**src/rtl/data_packer.sv**
```systemverilog
// Purpose: packs NUM_NARROW narrow source-BRAM elements, first element in the MS slice, into wide destination-BRAM words.
// Latency: one read per cycle from cycle 1; word w written in cycle min((w+1)*RATIO, NUM_NARROW)+2; o_done in cycle NUM_NARROW+3.
// Backpressure: none; both BRAM ports are always ready and i_start is ignored outside IDLE.
`ifndef CLOG2
`define CLOG2(x) (((x) > 1) ? $clog2(x) : 1)
`endif

module data_packer #(
   parameter int NARROW_WIDTH           = 8,
   parameter int WIDE_WIDTH             = 32,
   parameter int SOURCE_BRAM_DEPTH      = 16,
   parameter int DESTINATION_BRAM_DEPTH = 4,
   parameter int NUM_NARROW             = 16
) (
   input  logic                                       i_clk,
   input  logic                                       i_rst,
   input  logic                                       i_start,
   output logic                                       o_done,
   input  logic [NARROW_WIDTH-1:0]                    i_narrow_in,
   output logic [`CLOG2(SOURCE_BRAM_DEPTH)-1:0]       o_narrow_in_addr,
   output logic                                       o_narrow_in_rd,
   output logic [WIDE_WIDTH-1:0]                      o_wide_out,
   output logic [`CLOG2(DESTINATION_BRAM_DEPTH)-1:0]  o_wide_out_addr,
   output logic                                       o_wide_out_en
);

   localparam int RATIO  = WIDE_WIDTH / NARROW_WIDTH;
   localparam int SRC_AW = `CLOG2(SOURCE_BRAM_DEPTH);
   localparam int DST_AW = `CLOG2(DESTINATION_BRAM_DEPTH);
   localparam int SLC_W  = `CLOG2(RATIO);
   localparam int CNT_W  = `CLOG2(NUM_NARROW + 1);

   localparam logic [SRC_AW-1:0] LAST_ADDR  = SRC_AW'(NUM_NARROW - 1);
   localparam logic [CNT_W-1:0]  LAST_CAP   = CNT_W'(NUM_NARROW - 1);
   localparam logic [SLC_W-1:0]  LAST_SLICE = SLC_W'(RATIO - 1);

   localparam logic [1:0] ST_IDLE  = 2'd0;
   localparam logic [1:0] ST_READ  = 2'd1;
   localparam logic [1:0] ST_FLUSH = 2'd2;
   localparam logic [1:0] ST_DONE  = 2'd3;

   logic [1:0]            state;
   logic                  flush_cnt;   // FLUSH lasts two cycles: last capture, then last write
   logic                  rd_vld_d;    // a read was issued last cycle, so i_narrow_in is valid now
   logic [CNT_W-1:0]      cap_cnt;     // elements captured so far in this run
   logic [SLC_W-1:0]      slice_cnt;   // slice the next captured element lands in
   logic [DST_AW-1:0]     word_cnt;    // destination address of the word being assembled
   logic [WIDE_WIDTH-1:0] acc;
   logic [WIDE_WIDTH-1:0] acc_nxt;
   logic                  cap_last;
   logic                  word_full;

   // Merge the element arriving this cycle into its slice; slice 0 is the most significant.
   always_comb begin
      acc_nxt = acc;
      for (int s = 0; s < RATIO; s++) begin
         if (slice_cnt == SLC_W'(s)) begin
            acc_nxt[WIDE_WIDTH-1-s*NARROW_WIDTH -: NARROW_WIDTH] = i_narrow_in;
         end
      end
   end

   // A word is emitted when its last slice fills or the run runs out of elements (zero-padded tail).
   assign cap_last  = (cap_cnt == LAST_CAP);
   assign word_full = (slice_cnt == LAST_SLICE) || cap_last;

   // Sequencer: back-to-back reads, two drain cycles for the read latency and write register, then a done pulse.
   always_ff @(posedge i_clk) begin
      if (i_rst) begin
         state            <= ST_IDLE;
         flush_cnt        <= 1'b0;
         o_narrow_in_rd   <= 1'b0;
         o_narrow_in_addr <= '0;
         o_done           <= 1'b0;
      end else begin
         o_done <= 1'b0;
         case (state)
            ST_IDLE: begin
               if (i_start) begin
                  state            <= ST_READ;
                  o_narrow_in_rd   <= 1'b1;
                  o_narrow_in_addr <= '0;
               end
            end
            ST_READ: begin
               if (o_narrow_in_addr == LAST_ADDR) begin
                  state            <= ST_FLUSH;
                  o_narrow_in_rd   <= 1'b0;
                  o_narrow_in_addr <= '0;
                  flush_cnt        <= 1'b0;
               end else begin
                  o_narrow_in_addr <= o_narrow_in_addr + 1'b1;
               end
            end
            ST_FLUSH: begin
               if (flush_cnt) begin
                  state  <= ST_DONE;
                  o_done <= 1'b1;
               end else begin
                  flush_cnt <= 1'b1;
               end
            end
            ST_DONE: begin
               state <= ST_IDLE;
            end
            default: begin
               state <= ST_IDLE;
            end
         endcase
      end
   end

   // Capture returning elements and register each completed word onto the write port for one cycle.
   always_ff @(posedge i_clk) begin
      if (i_rst) begin
         rd_vld_d        <= 1'b0;
         cap_cnt         <= '0;
         slice_cnt       <= '0;
         word_cnt        <= '0;
         acc             <= '0;
         o_wide_out      <= '0;
         o_wide_out_addr <= '0;
         o_wide_out_en   <= 1'b0;
      end else begin
         rd_vld_d        <= o_narrow_in_rd;
         o_wide_out_en   <= 1'b0;
         o_wide_out      <= '0;
         o_wide_out_addr <= '0;
         if (state == ST_IDLE) begin
            cap_cnt   <= '0;
            slice_cnt <= '0;
            word_cnt  <= '0;
            acc       <= '0;
         end else if (rd_vld_d) begin
            cap_cnt <= cap_cnt + 1'b1;
            if (word_full) begin
               o_wide_out_en   <= 1'b1;
               o_wide_out      <= acc_nxt;
               o_wide_out_addr <= word_cnt;
               word_cnt        <= word_cnt + 1'b1;
               slice_cnt       <= '0;
               acc             <= '0;
            end else begin
               slice_cnt <= slice_cnt + 1'b1;
               acc       <= acc_nxt;
            end
         end
      end
   end

endmodule

```
**config.mk**
```make
export PLATFORM = sky130hd
export DESIGN_NAME = data_packer
export DESIGN_NICKNAME = d
export VERILOG_FILES = /design/src/rtl/data_packer.sv
export SDC_FILE = /design/constraint.sdc
export NUM_CORES = 1
export LEC_CHECK = 0
export ABC_AREA = 1
export CELL_PAD_IN_SITES_DETAIL_PLACEMENT = 0
export CELL_PAD_IN_SITES_GLOBAL_PLACEMENT = 2
export CORE_ASPECT_RATIO = 1.4
export CORE_UTILIZATION = 33
export DETAILED_ROUTE_END_ITERATION = 10
export HOLD_SLACK_MARGIN = 0.12
export PLACE_DENSITY_LB_ADDON = 0.05
export SLEW_MARGIN = 10
export SYNTH_ARGS = -nofsm -noshare
export SYNTH_HDL_FRONTEND = slang
export SYNTH_SLANG_ARGS = --single-unit
```
**constraint.sdc**
```tcl
create_clock -name i_clk -period 4 [get_ports i_clk]
set_clock_uncertainty 0.15 [all_clocks]
set_input_delay 0.4 -clock i_clk [delete_from_list [all_inputs] [get_ports i_clk]]
set_output_delay 0.4 -clock i_clk [all_outputs]
set_load 0.1 [all_outputs]
```
==> flow_summary_export.csv, run 1 <==
group,metric,value,unit
worst_hold_path,hold_path_depth,2,
timing,timing.final.crit_period,2.46,ns
timing,tns,0,ns
timing,slew_headroom,34.0,%
placed_design,dp.cells,575,
worst_setup_path,cp_data_required_time,3.45,ns
worst_hold_path,holdCritPathClass,"register to register",
clock_tree,post_cts_buffers,0,
floorplan,start_util,34.5,%
synthesis,avgSynthCellArea,8.07,µm²
synthesis,ys_ff_latch,86,
timing,max_slew.worst_pin.slew,0.987,ns
timing,drv_slew,0,
timing,min_period_over_period,61.5,%
floorplan,io_pins,52,
cells_and_area,diodes,0,
synthesis,synth_compound_area_share,10.9,%
cells_and_area,fillers,978,
clock_tree,cts_resized,0,
route,ant_nets,0,
route,drt-initial-drc-count,95,
synthesis,synthAdderAreaFrac,3.77,%
clock_tree,cts_tree,"built",
cells_and_area,stdcell_count,591,
global_routing,met1_usage,18.3,%
route,viasPerCell,4.41,
placed_design,port-buffer-count,51,
pwr,switching_share,31.3,%
pwr,share_seq_of_total_power,39.6,%
global_routing,grt_use_met3,3.89,%
worst_setup_path,critPathKind,"register to output port",
synthesis,synth-xor-area-share,0.528,%
synthesis,synth-seq-area-share,51.9,%
synthesis,ys_warn_count,0,
placed_design,dpl.hpwl,5080,µm
worst_setup_path,cp-end-kind,"output port",
worst_setup_path,crit_chain,"clkdlybuf4s50_1",
floorplan,die-area,10500,µm²
placed_design,globalplace.congestion,0.685,
clock_tree,htree_levels,3,
floorplan,die_x,86.7,µm
clock_tree,clk_path_buf_depth,2,
pwr,ir_drop,0.000281,V
worst_setup_path,crit_buf_inv,1,
clock_tree,cts_sinks,86,
cells_and_area,multi_input_area,1330,µm²
synthesis,synth_area,3320,µm²
clock_tree,cts_buffers,9,
synthesis,yosys.area.top_type_share,51.9,%
worst_setup_path,crit_family,"buffers and inverters",
cells_and_area,drive_gt1_share,5.88,%
timing,fmax,406,MHz
global_routing,met2_usage,26.8,%
worst_setup_path,reg2reg_slack,1.91,ns
worst_setup_path,worstPathArrival,1.91,ns
job,cap_violations,0,
pwr,leakage,0.00160,µW
global_routing,grt_util_all_layers,15.6,%
cells_and_area,seq_area,1720,µm²
timing,rsz0062_at_grt,"false",
synthesis,synth.area.top_cells,"dfxtp_1 (52%), a21oi_1 (10%), nand2_1 (8.5%)",
route,firstDrtPassIters,4,
synthesis,yosys.area.top_type,"dfxtp_1",
worst_setup_path,path_depth,1,
global_routing,antenna_found_initial,0,
synthesis,ys_types,23,
synthesis,synth_top_family_by_area,"simple AND/OR/NAND/NOR gates",
global_routing,grt_overflow,0,
worst_setup_path,r2r_cells,8,
placed_design,post-place-ws,1.76,ns
floorplan,rows,42,
floorplan,die_h,121,µm
pwr,p_int,1600,µW
cells_and_area,fin_nets,475,
global_routing,grt_max_degree,38,
global_routing,grt_pass1_vias,2424,
synthesis,synth_nets,432,
timing,setup_viol,0,
global_routing,grt-busiest-layer,"met2",
route,vias,2607,
pwr,powerDensity,554,nW/µm²
worst_setup_path,slowest_delay,1.17,ns
worst_setup_path,crit_slowest_cell,"clkdlybuf4s50_1",
pwr,pwr-share-clk,39.6,%
worst_setup_path,startpoint_type,"register",
placed_design,placed_cell_area,3870,µm²
clock_tree,insertion_delay,0.33,ns
route,remaining_drc_errors,0,
pwr,p_comb_share,20.8,%
pwr,netSwitchingPower,730,µW
status,status,"finished clean",
clock_tree,ctsHoldBuffers,0,
synthesis,yosys.area_share.simple,24.9,%
clock_tree,clk_pin_slew,0.06,ns
timing,whs,0.294,ns
worst_setup_path,path_max_fanout,4,
cells_and_area,final_cell_area,4200,µm²
timing,hold_viol_final,0,
synthesis,synth_mux_area_share,0,%
route,routed_wl,7530,µm
synthesis,synthCells,411,
floorplan,coreArea,9620,µm²
timing,setup_ws,1.54,ns
route,wl_per_cell,12.7,µm
cells_and_area,area_growth,26.6,%
clock_tree,cts_root_buf,"clkbuf_16",
global_routing,grt_pass1_wl,12100,µm
## cell usage after synthesis
cell type,n
buf_6,4
nand2_2,3
dfxtp_1,86
nand3_1,10
nor3_1,8
buf_4,3
buf_2,11
nor2_1,60
inv_1,33
inv_4,1
clkbuf_1,1
nor2_8,1
xnor2_1,1
ha_1,10
a21oi_1,67
xor2_1,1
nand2_1,75
o21ai_0,4
inv_2,3
nor2_4,3
and2_1,24
o21ai_1,1
and3_1,1
## layout by cell type, fill, tap and decap left out
master           instances
ha_1                    10
nand3_1                 10
bufinv_16                2
o21ai_1                  1
xnor2_1                  1
clkbuf_16                9
inv_2                    3
nor3_1                   8
nor2_1                  60
clkinv_2                 1
inv_1                   33
nor2_8                   1
and2_1                  24
nand2_2                  3
a21oi_1                 67
clkinvlp_4               1
clkinv_4                 1
clkbuf_8                 2
and3_1                   1
nand2_1                 75
clkdlybuf4s50_1         51
xor2_1                   1
inv_4                    1
nor2_4                   3
o21ai_0                  4
dfxtp_1                 86
## cell families after synthesis
kind of cell	Yosys count
compound gates	72
flops	86
simple gates	185
buf+inv	56
xor+xnor	2
fa+ha+maj	10
## flip-flops by register name, indices dropped and copies added (netlist names)
register          cells
slice_cnt             2
o_wide_out_en         1
acc                  32
o_narrow_in_rd        1
state                 2
word_cnt              2
o_narrow_in_addr      4
rd_vld_d              1
flush_cnt             1
o_wide_out           32
cap_cnt               5
o_wide_out_addr       2
o_done                1
## metal layers
layer	share of wire [%]	routed length [µm]	vias to the layer above
met1	44	3310	1176
met2	51	3830	50
met4	1.3	97	0
met5	0	0	-
met3	3.7	282	8
li1	-	-	1373
## metrics by stage
stage	power, µW	utilization, %
after floorplan	1330	-
after global placement	1440	40.2
after detailed placement	1440	40.2
after CTS	2360	43.7
after global routing	2450	43.7
final	2330	43.7
## final timing paths
path / startpoint / end
setup reg to reg: cap_cnt[0] / acc[14]
hold reg to reg: acc[6] / acc[6]
hold / removal: acc[6] / acc[6]
setup / recovery: o_narrow_in_addr[1] / o_narrow_in_addr[1]
## power groups by stage
stage / Clock, µW / Combinational [µW] / Sequential (µW)
2_1_floorplan: 0 / 326 / 1010
3_3_place_gp: 0 / 498 / 942
3_5_place_dp: 0 / 496 / 941
4_1_cts: 942 / 497 / 922
5_1_grt: 979 / 541 / 927
6_report: 922 / 485 / 922
## area by class of cell
type | instances | area share, %
Clock buffer | 11 | 6.02
Clock inverter | 5 | 1.94
Inverter | 37 | 3.37
Multi-Input combinational cell | 269 | 31.6
Sequential cell | 86 | 41.0
Tap cell | 132 | 3.93
Timing Repair Buffer | 51 | 12.2
Power figures use the tool's default switching activity.
==> run 2, diff against run 1 <==
--- a/config.mk
+++ b/config.mk
@@ -9,7 +9,7 @@
 export CELL_PAD_IN_SITES_DETAIL_PLACEMENT = 0
 export CELL_PAD_IN_SITES_GLOBAL_PLACEMENT = 2
 export CORE_ASPECT_RATIO = 1.4
-export CORE_UTILIZATION = 33
+export CORE_UTILIZATION = 31
 export DETAILED_ROUTE_END_ITERATION = 10
 export HOLD_SLACK_MARGIN = 0.12
 export PLACE_DENSITY_LB_ADDON = 0.05
==> constraint.sdc (replaced) <==
create_clock -name i_clk -period 2.5 [get_ports i_clk]
set_clock_uncertainty 0.15 [all_clocks]
set_input_delay 0.25 -clock i_clk [delete_from_list [all_inputs] [get_ports i_clk]]
set_output_delay 0.25 -clock i_clk [all_outputs]
set_load 0.1 [all_outputs]
==> run 2 against run 1 <==
  * Register-to-register slack got worse by 1.4 ns
  * Power increased by 56%
  * Combinational power increased by 65%
  * Utilization decreased by 4.3 points
  * Critical path depth increased by 6
==> flow_summary_export.csv, run 2 (same netlist as run 1, synthesis figures left out) <==
group,metric,value,unit
worst_setup_path,startpoint_type,"register",
floorplan,start_util,31.9,%
job,cap_violations,0,
worst_hold_path,holdCritPathClass,"register to register",
timing,tns,0,ns
clock_tree,clk_pin_slew,0.06,ns
cells_and_area,final_cell_area,4100,µm²
global_routing,grt_overflow,0,
floorplan,die_h,124,µm
clock_tree,cts_sinks,86,
placed_design,placed_cell_area,3790,µm²
route,firstDrtPassIters,4,
worst_setup_path,critPathKind,"register to register",
route,ant_nets,0,
clock_tree,cts_resized,0,
clock_tree,post_cts_buffers,0,
worst_hold_path,hold_path_depth,2,
pwr,power,3630,µW
timing,fmax,502,MHz
timing,hold_viol_final,0,
pwr,leakage,0.00168,µW
global_routing,grt_util_all_layers,15.4,%
route,vias,2615,
cells_and_area,area_growth,23.5,%
timing,setup_viol,0,
timing,min_period_over_period,79.8,%
timing,rsz0062_at_grt,"false",
cells_and_area,final_common_cell,"dfxtp_1",
clock_tree,cts_buffers,9,
global_routing,grt_pass1_vias,2505,
global_routing,grt_max_degree,38,
route,viasPerCell,4.36,
cells_and_area,stdcell_count,600,
clock_tree,insertion_delay,0.34,ns
route,wl_per_cell,13.1,µm
pwr,ir_drop,0.000578,V
worst_setup_path,cp-end-kind,"register",
cells_and_area,fin_nets,478,
clock_tree,cts_tree,"built",
cells_and_area,reg.largest.list,"acc (32), o_wide_out (32), cap_cnt (5)",
route,routed_wl,7850,µm
floorplan,rows,44,
clock_tree,htree_levels,3,
cells_and_area,final_cell_mix,"dfxtp_1 (86), nand2_1 (75), a21oi_1 (67), nor2_1 (60), buf_4 (44)",
cells_and_area,drive_gt1_share,14.9,%
timing,max_slew.worst_pin.slew,0.598,ns
route,remaining_drc_errors,0,
floorplan,io_pins,52,
timing,drv_slew,0,
status,status,"finished clean",
worst_setup_path,worstPathArrival,2.11,ns
placed_design,dp.cells,584,
timing,slew_headroom,60.2,%
placed_design,dpl.hpwl,5310,µm
placed_design,port-buffer-count,51,
clock_tree,cts_root_buf,"clkbuf_16",
floorplan,die-area,11100,µm²
global_routing,antenna_found_initial,0,
timing,timing.final.crit_period,1.99,ns
route,drt-initial-drc-count,114,
timing,whs,0.291,ns
worst_setup_path,path_max_fanout,37,
placed_design,globalplace.congestion,0.688,
worst_setup_path,cp_data_required_time,2.62,ns
floorplan,die_x,89.4,µm
clock_tree,ctsHoldBuffers,0,
worst_setup_path,r2r_cells,7,
clock_tree,clk_path_buf_depth,2,
floorplan,coreArea,10400,µm²
global_routing,grt_pass1_wl,12600,µm
cells_and_area,diodes,0,
pwr,powerDensity,886,nW/µm²
==> run 2: changes by cell type in the layout (fill, tap and decap cells not counted), sizes merged <==
| cell | previous run | this run |
|---|---|---|
| buf | 0 | 44 |
| bufinv | 2 | 1 |
| clkbuf | 11 | 13 |
| clkdlybuf4s50 | 51 | 10 |
| clkinv | 2 | 1 |
==> run 2: power by group <==
part / total (µW) / switching (µW) / internal, µW
combinational: 798 / 593 / 206
clock: 1360 / 530 / 828
sequential: 1470 / 46.8 / 1430
total: 3630 / 1170 / 2460
==> run 2: path summary, 6_finish.rpt <==
path / start / endpoint / slack, ns
min: o_narrow_in_rd / rd_vld_d / 0.29
max: state[0] / o_wide_out[6] / 0.51
min reg2reg: o_narrow_in_rd / rd_vld_d / 0.29
max reg2reg: state[0] / o_wide_out[6] / 0.51
==> run 2: layout make-up <==
cell class | count | area, µm²
well taps | 138 | 173
repair buffers | 54 | 430
multi-input cells | 269 | 1330
inverters | 37 | 141
flip-flops and latches | 86 | 1720
clock inverters | 3 | 42.5
fillers | 1092 | 6310
clock buffers | 13 | 260
==> run 2: through the flow <==
stage          utilization, %  worst slack (ns)
2_1_floorplan               -             0.424
6_report                 39.4             0.506
5_1_grt                  39.4             0.240
4_1_cts                  39.4             0.409
3_3_place_gp             36.5             0.412
3_5_place_dp             36.5             0.345
==> run 2: worst max-delay path: stages, from the launching register on <==
cell     delay, ns
dfxtp_1       0.35
inv_1         0.07
ha_1          0.29
nor2_4        0.21
inv_4         0.20
nor2_8        0.36
inv_2         0.15
nor2_1        0.13
==> run 2: per-layer routing <==
layer  vias to the layer above  GRT usage, %  routed length [µm]
met4                         0          7.00                 146
met1                      1195          17.0                3370
met5                         -             0                   0
met2                        33          27.3                4100
li1                       1377             -                   -
met3                        10          3.11                 227
==> variant 1, RTL diff (config.mk and constraints of run 2) <==
Register the inputs `i_start` and `i_narrow_in` before use. The logic sees them one clock later. Comments in the files are not updated.
--- a/src/rtl/data_packer.sv
+++ b/src/rtl/data_packer.sv
@@ -39,6 +39,14 @@
    localparam logic [1:0] ST_FLUSH = 2'd2;
    localparam logic [1:0] ST_DONE  = 2'd3;
 
+   logic i_start_q;
+   logic [NARROW_WIDTH-1:0] i_narrow_q;
+
+   always_ff @(posedge i_clk) begin
+      i_start_q  <= i_start;
+      i_narrow_q <= i_narrow_in;
+   end
+
    logic [1:0]            state;
    logic                  flush_cnt;   // FLUSH lasts two cycles: last capture, then last write
    logic                  rd_vld_d;    // a read was issued last cycle, so i_narrow_in is valid now
@@ -55,7 +63,7 @@
       acc_nxt = acc;
       for (int s = 0; s < RATIO; s++) begin
          if (slice_cnt == SLC_W'(s)) begin
-            acc_nxt[WIDE_WIDTH-1-s*NARROW_WIDTH -: NARROW_WIDTH] = i_narrow_in;
+            acc_nxt[WIDE_WIDTH-1-s*NARROW_WIDTH -: NARROW_WIDTH] = i_narrow_q;
          end
       end
    end
@@ -76,7 +84,7 @@
          o_done <= 1'b0;
          case (state)
             ST_IDLE: begin
-               if (i_start) begin
+               if (i_start_q) begin
                   state            <= ST_READ;
                   o_narrow_in_rd   <= 1'b1;
                   o_narrow_in_addr <= '0;
Check against the original RTL: not equivalent (a bounded check fails within 4 cycles, from zero or initial values and one cycle with i_rst high).
==> variant 1 against run 2 <==
- final area increased by 8.7%
- area after synthesis up 11%
- non-clock buffer count up 2
- maximum frequency is 0.76% lower
- global-route usage down 0.52 points
- setup slack worse by 0.015 ns
- critical path type unchanged
- final cell count up 6.0%
- routed wire length is 7.4% higher
- worst hold slack lost 0.082 ns
- sequential cell count up 9
- total power rose by 5.6%
==> variant 1: results <==
group,metric,value,unit
run_status,outcome,"complete, no violations",
cells_and_area,n_antenna_cell,0,
routing,wl_met2,4300,um
min_path,whs_path_depth,1,
critical_path,rr_worst_depth,8,
cells_and_area,fill_cells,1197,
placed_design,dp_slack,0.491,ns
logic_synthesis,avgSynthCellArea,8.30,um2
min_path,hold_class,"input pin to flip-flop",
placed_design,post-dp-hpwl,5830,um
global_route,grtUsageMet2,26.8,%
logic_synthesis,syn_nets,463,
routing,vias_per_cell,4.32,
placed_design,placed_area,4160,um2
global_route,grt_pass1_wl,13400,um
logic_synthesis,yosysSeqAreaShare,51.9,%
routing,wl_met3,233,um
logic_synthesis,synth.top_cells.by_area,"dfxtp_1 52%, nand2_1 8.4%, nor2_1 6.3%, inv_1 6.0%, o21a_1 4.9%",
global_route,grt_max_degree,36,
min_path,hold_start,"i_start",
global_route,grt_pass1_vias,2652,
global_route,gr-usage-met3,3.24,%
critical_path,max_stage_delay,0.40,ns
global_route,grt_util_all_layers,14.9,%
routing,wl_met1,3750,um
critical_path,crit_path_max_fanout,26,
pwr,seq_power_share,42.6,%
logic_synthesis,synth_cell_type_count,25,
timing,fin_crit,2.01,ns
timing,slew_headroom,58.7,%
critical_path,crit_end,"acc[20]",
pwr,power_leakage,1.77,nW
cells_and_area,drive_gt1_share,19.9,%
routing,routed.top_layer,"met4",
logic_synthesis,ys_top_cells_by_count,"95 x dfxtp_1, 82 x nand2_1, 62 x nor2_1",
pwr,vdd_drop_max,478,uV
cells_and_area,instances_no_fill,636,
min_path,hold_path_end,"i_start_q",
cells_and_area,reg_top3,"acc (32), o_wide_out (32), i_narrow_q (8)",
critical_path,r2r-start,"cap_cnt[0]",
routing,postRouteWirelength,8430,um
cells_and_area,nets,509,
routing,drtIter0Drc,80,
global_route,grtUsageMet1,16.8,%
pwr,p_switching,1.24,mW
placed_design,place_inst,621,
timing,hold_slack,0.209,ns
placed_design,routabilityCongestion,0.717,
pwr,swShare,32.3,%
pwr,p_clk_share,35.8,%
-- variant 1: changes by cell type after synthesis, sizes merged --
cell	change
clkbuf	+3
o21ai	+4
buf	-1
xnor2	-1
nor2	+1
nand4	+2
dfxtp	+9
and2	-24
inv	+26
nand3	-2
nand2	+15
a21oi	-25
o21a	+24
-- variant 1: kinds of logic (layout without fill, tap and decap cells) --
family,count (synthesis),count (layout),share of synthesized area (%)
flops,95,95,51.9
simple gates,177,177,20.2
compound gates,75,75,13.8
fa+ha+maj,10,10,3.41
xor+xnor,1,1,0.239
buf+inv,84,134,10.5
-- variant 1: final cells by class --
| cell class | count | area, um2 | area share (%) |
|---|---|---|---|
| Tap cell | 144 | 180 | 4.04 |
| Sequential cell | 95 | 1900 | 42.7 |
| Clock inverter | 5 | 57.6 | 1.29 |
| Clock buffer | 10 | 239 | 5.37 |
| Inverter | 63 | 236 | 5.31 |
| Multi-Input combinational cell | 263 | 1380 | 31.0 |
| Timing Repair Buffer | 56 | 458 | 10.3 |
==> variant 2, RTL diff (settings of run 2) <==
Without the edit above. Change the parameter `NARROW_WIDTH` from 8 to 6.
--- a/src/rtl/data_packer.sv
+++ b/src/rtl/data_packer.sv
@@ -6,7 +6,7 @@
 `endif
 
 module data_packer #(
-   parameter int NARROW_WIDTH           = 8,
+   parameter int NARROW_WIDTH           = 6,
    parameter int WIDE_WIDTH             = 32,
    parameter int SOURCE_BRAM_DEPTH      = 16,
    parameter int DESTINATION_BRAM_DEPTH = 4,
Interface: changed (resized i_narrow_in); port bits go from 52 to 50. No check against the original RTL was run, so the function may have changed too.
==> variant 2 against run 2 <==
- sequential cell count fell by 3
- count of clock-buffer cells in the layout rose by 1
- critical path type unchanged
- final area fell by 1.4%
- final cell count fell by 0.50%
- total power fell by 6.6%
- synthesized cell count did not move
- routed wire length rose by 3.9%
- setup slack improved by 0.072 ns
- via count rose by 1.6%
- maximum frequency rose by 3.7%
- largest cell class unchanged
- area after synthesis barely moved
- sequential share of layout area fell by 0.90 points
- critical endpoint is now acc[8]
==> variant 2: results <==
group,metric,value,unit
cells_and_area,n_antenna_cell,0,
critical_path,arrival,2.04,ns
critical_path,rrSetupSlack,0.58,ns
global_route,grt_pass1_vias,2487,
pwr,power_leakage,1.67,nW
pwr,vdd_drop_max,448,uV
global_route,grt_pass1_wl,12800,um
global_route,antenna_found_initial,0,
placed_design,routabilityCongestion,0.705,
clock_network,cts_resized,0,
logic_synthesis,synth.top_cells.by_area,"dfxtp_1 50%, nand2_1 11%, a21oi_1 5.0%, o21ai_0 4.7%, inv_1 4.5%",
timing,hold_slack,0.292,ns
routing,vias_per_cell,4.45,
pwr,swShare,32.5,%
cells_and_area,nets,474,
routing,postRouteWirelength,8150,um
timing,setup_tns,0,ns
critical_path,crit_path_max_fanout,27,
global_route,grt_max_degree,31,
routing,drtIter0Drc,102,
cells_and_area,drive_gt1_share,15.3,%
cells_and_area,reg_top3,"acc (30), o_wide_out (30), cap_cnt (5)",
logic_synthesis,synth_cell_type_count,27,
min_path,hold_class,"flip-flop to flip-flop",
timing,slew_headroom,51.1,%
placed_design,port_buffers,47,
clock_network,cts_buffers,9,
logic_synthesis,ys_warn_count,0,
clock_network,cts_buffer_depth,2,
placed_design,post-dp-hpwl,5580,um
timing,timing.fmax,0.520,GHz
global_route,grt_util_all_layers,15.8,%
run_status,outcome,"complete, no violations",
logic_synthesis,yosysSeqAreaShare,50.1,%
logic_synthesis,ys_top_cells_by_count,"94 x nand2_1, 83 x dfxtp_1, 40 x inv_1",
routing,drtPass1Iterations,4,
variant 2: per-layer routing:
| layer | wire (um) | track usage (%) |
|---|---|---|
| met4 | 142 | 6.72 |
| met5 | 0 | 0 |
| met1 | 3410 | 17.4 |
| met2 | 4350 | 28.3 |
| met3 | 254 | 3.38 |
variant 2: critical path, stage by stage, from the launching register on:
cell and delay, ns:
dfxtp_1 0.33, ha_1 0.22, and3_1 0.19, ha_1 0.17, inv_1 0.09, nand2_4 0.07, nor2_4 0.07, buf_4 0.33
a22oi_1 0.11, nor2_1 0.12
variant 2: through the flow:
stage,std cells,cell area [um2]
finish,597,4040
global route,597,4040
CTS,597,4040
detailed placement,581,3770
global placement,581,3770
floorplan,412,3320
variant 2: final timing paths:
path | startpoint | endpoint | depth (start not counted)
min | acc[5] | acc[5] | 2
min reg2reg | acc[5] | acc[5] | 2
max reg2reg | cap_cnt[0] | acc[8] | 9
max | cap_cnt[0] | acc[8] | 9
variant 2: final cells by class:
class	instances	area, um2
Tap cell	138	173
Clock buffer	14	264
Timing Repair Buffer	54	438
Multi-Input combinational cell	263	1330
Sequential cell	83	1660
Fill cell	1066	6360
Clock inverter	2	10.0
Inverter	43	164
variant 2: cell families after synthesis:
family	share of synthesized area [%]
simple gates	23.5
flops	50.1
compound gates	12.0
buf+inv	9.95
fa+ha+maj	4.15
xor+xnor	0.264
other cells	0.113
variant 2: power by group through the flow:
stage | clock, mW | combinational (mW) | sequential, mW
6_report | 1.22 | 0.759 | 1.41
5_1_grt | 1.32 | 0.833 | 1.41
4_1_cts | 1.27 | 0.779 | 1.41
3_5_place_dp | 0 | 0.777 | 1.44
3_3_place_gp | 0 | 0.779 | 1.44
2_1_floorplan | 0 | 0.468 | 1.53
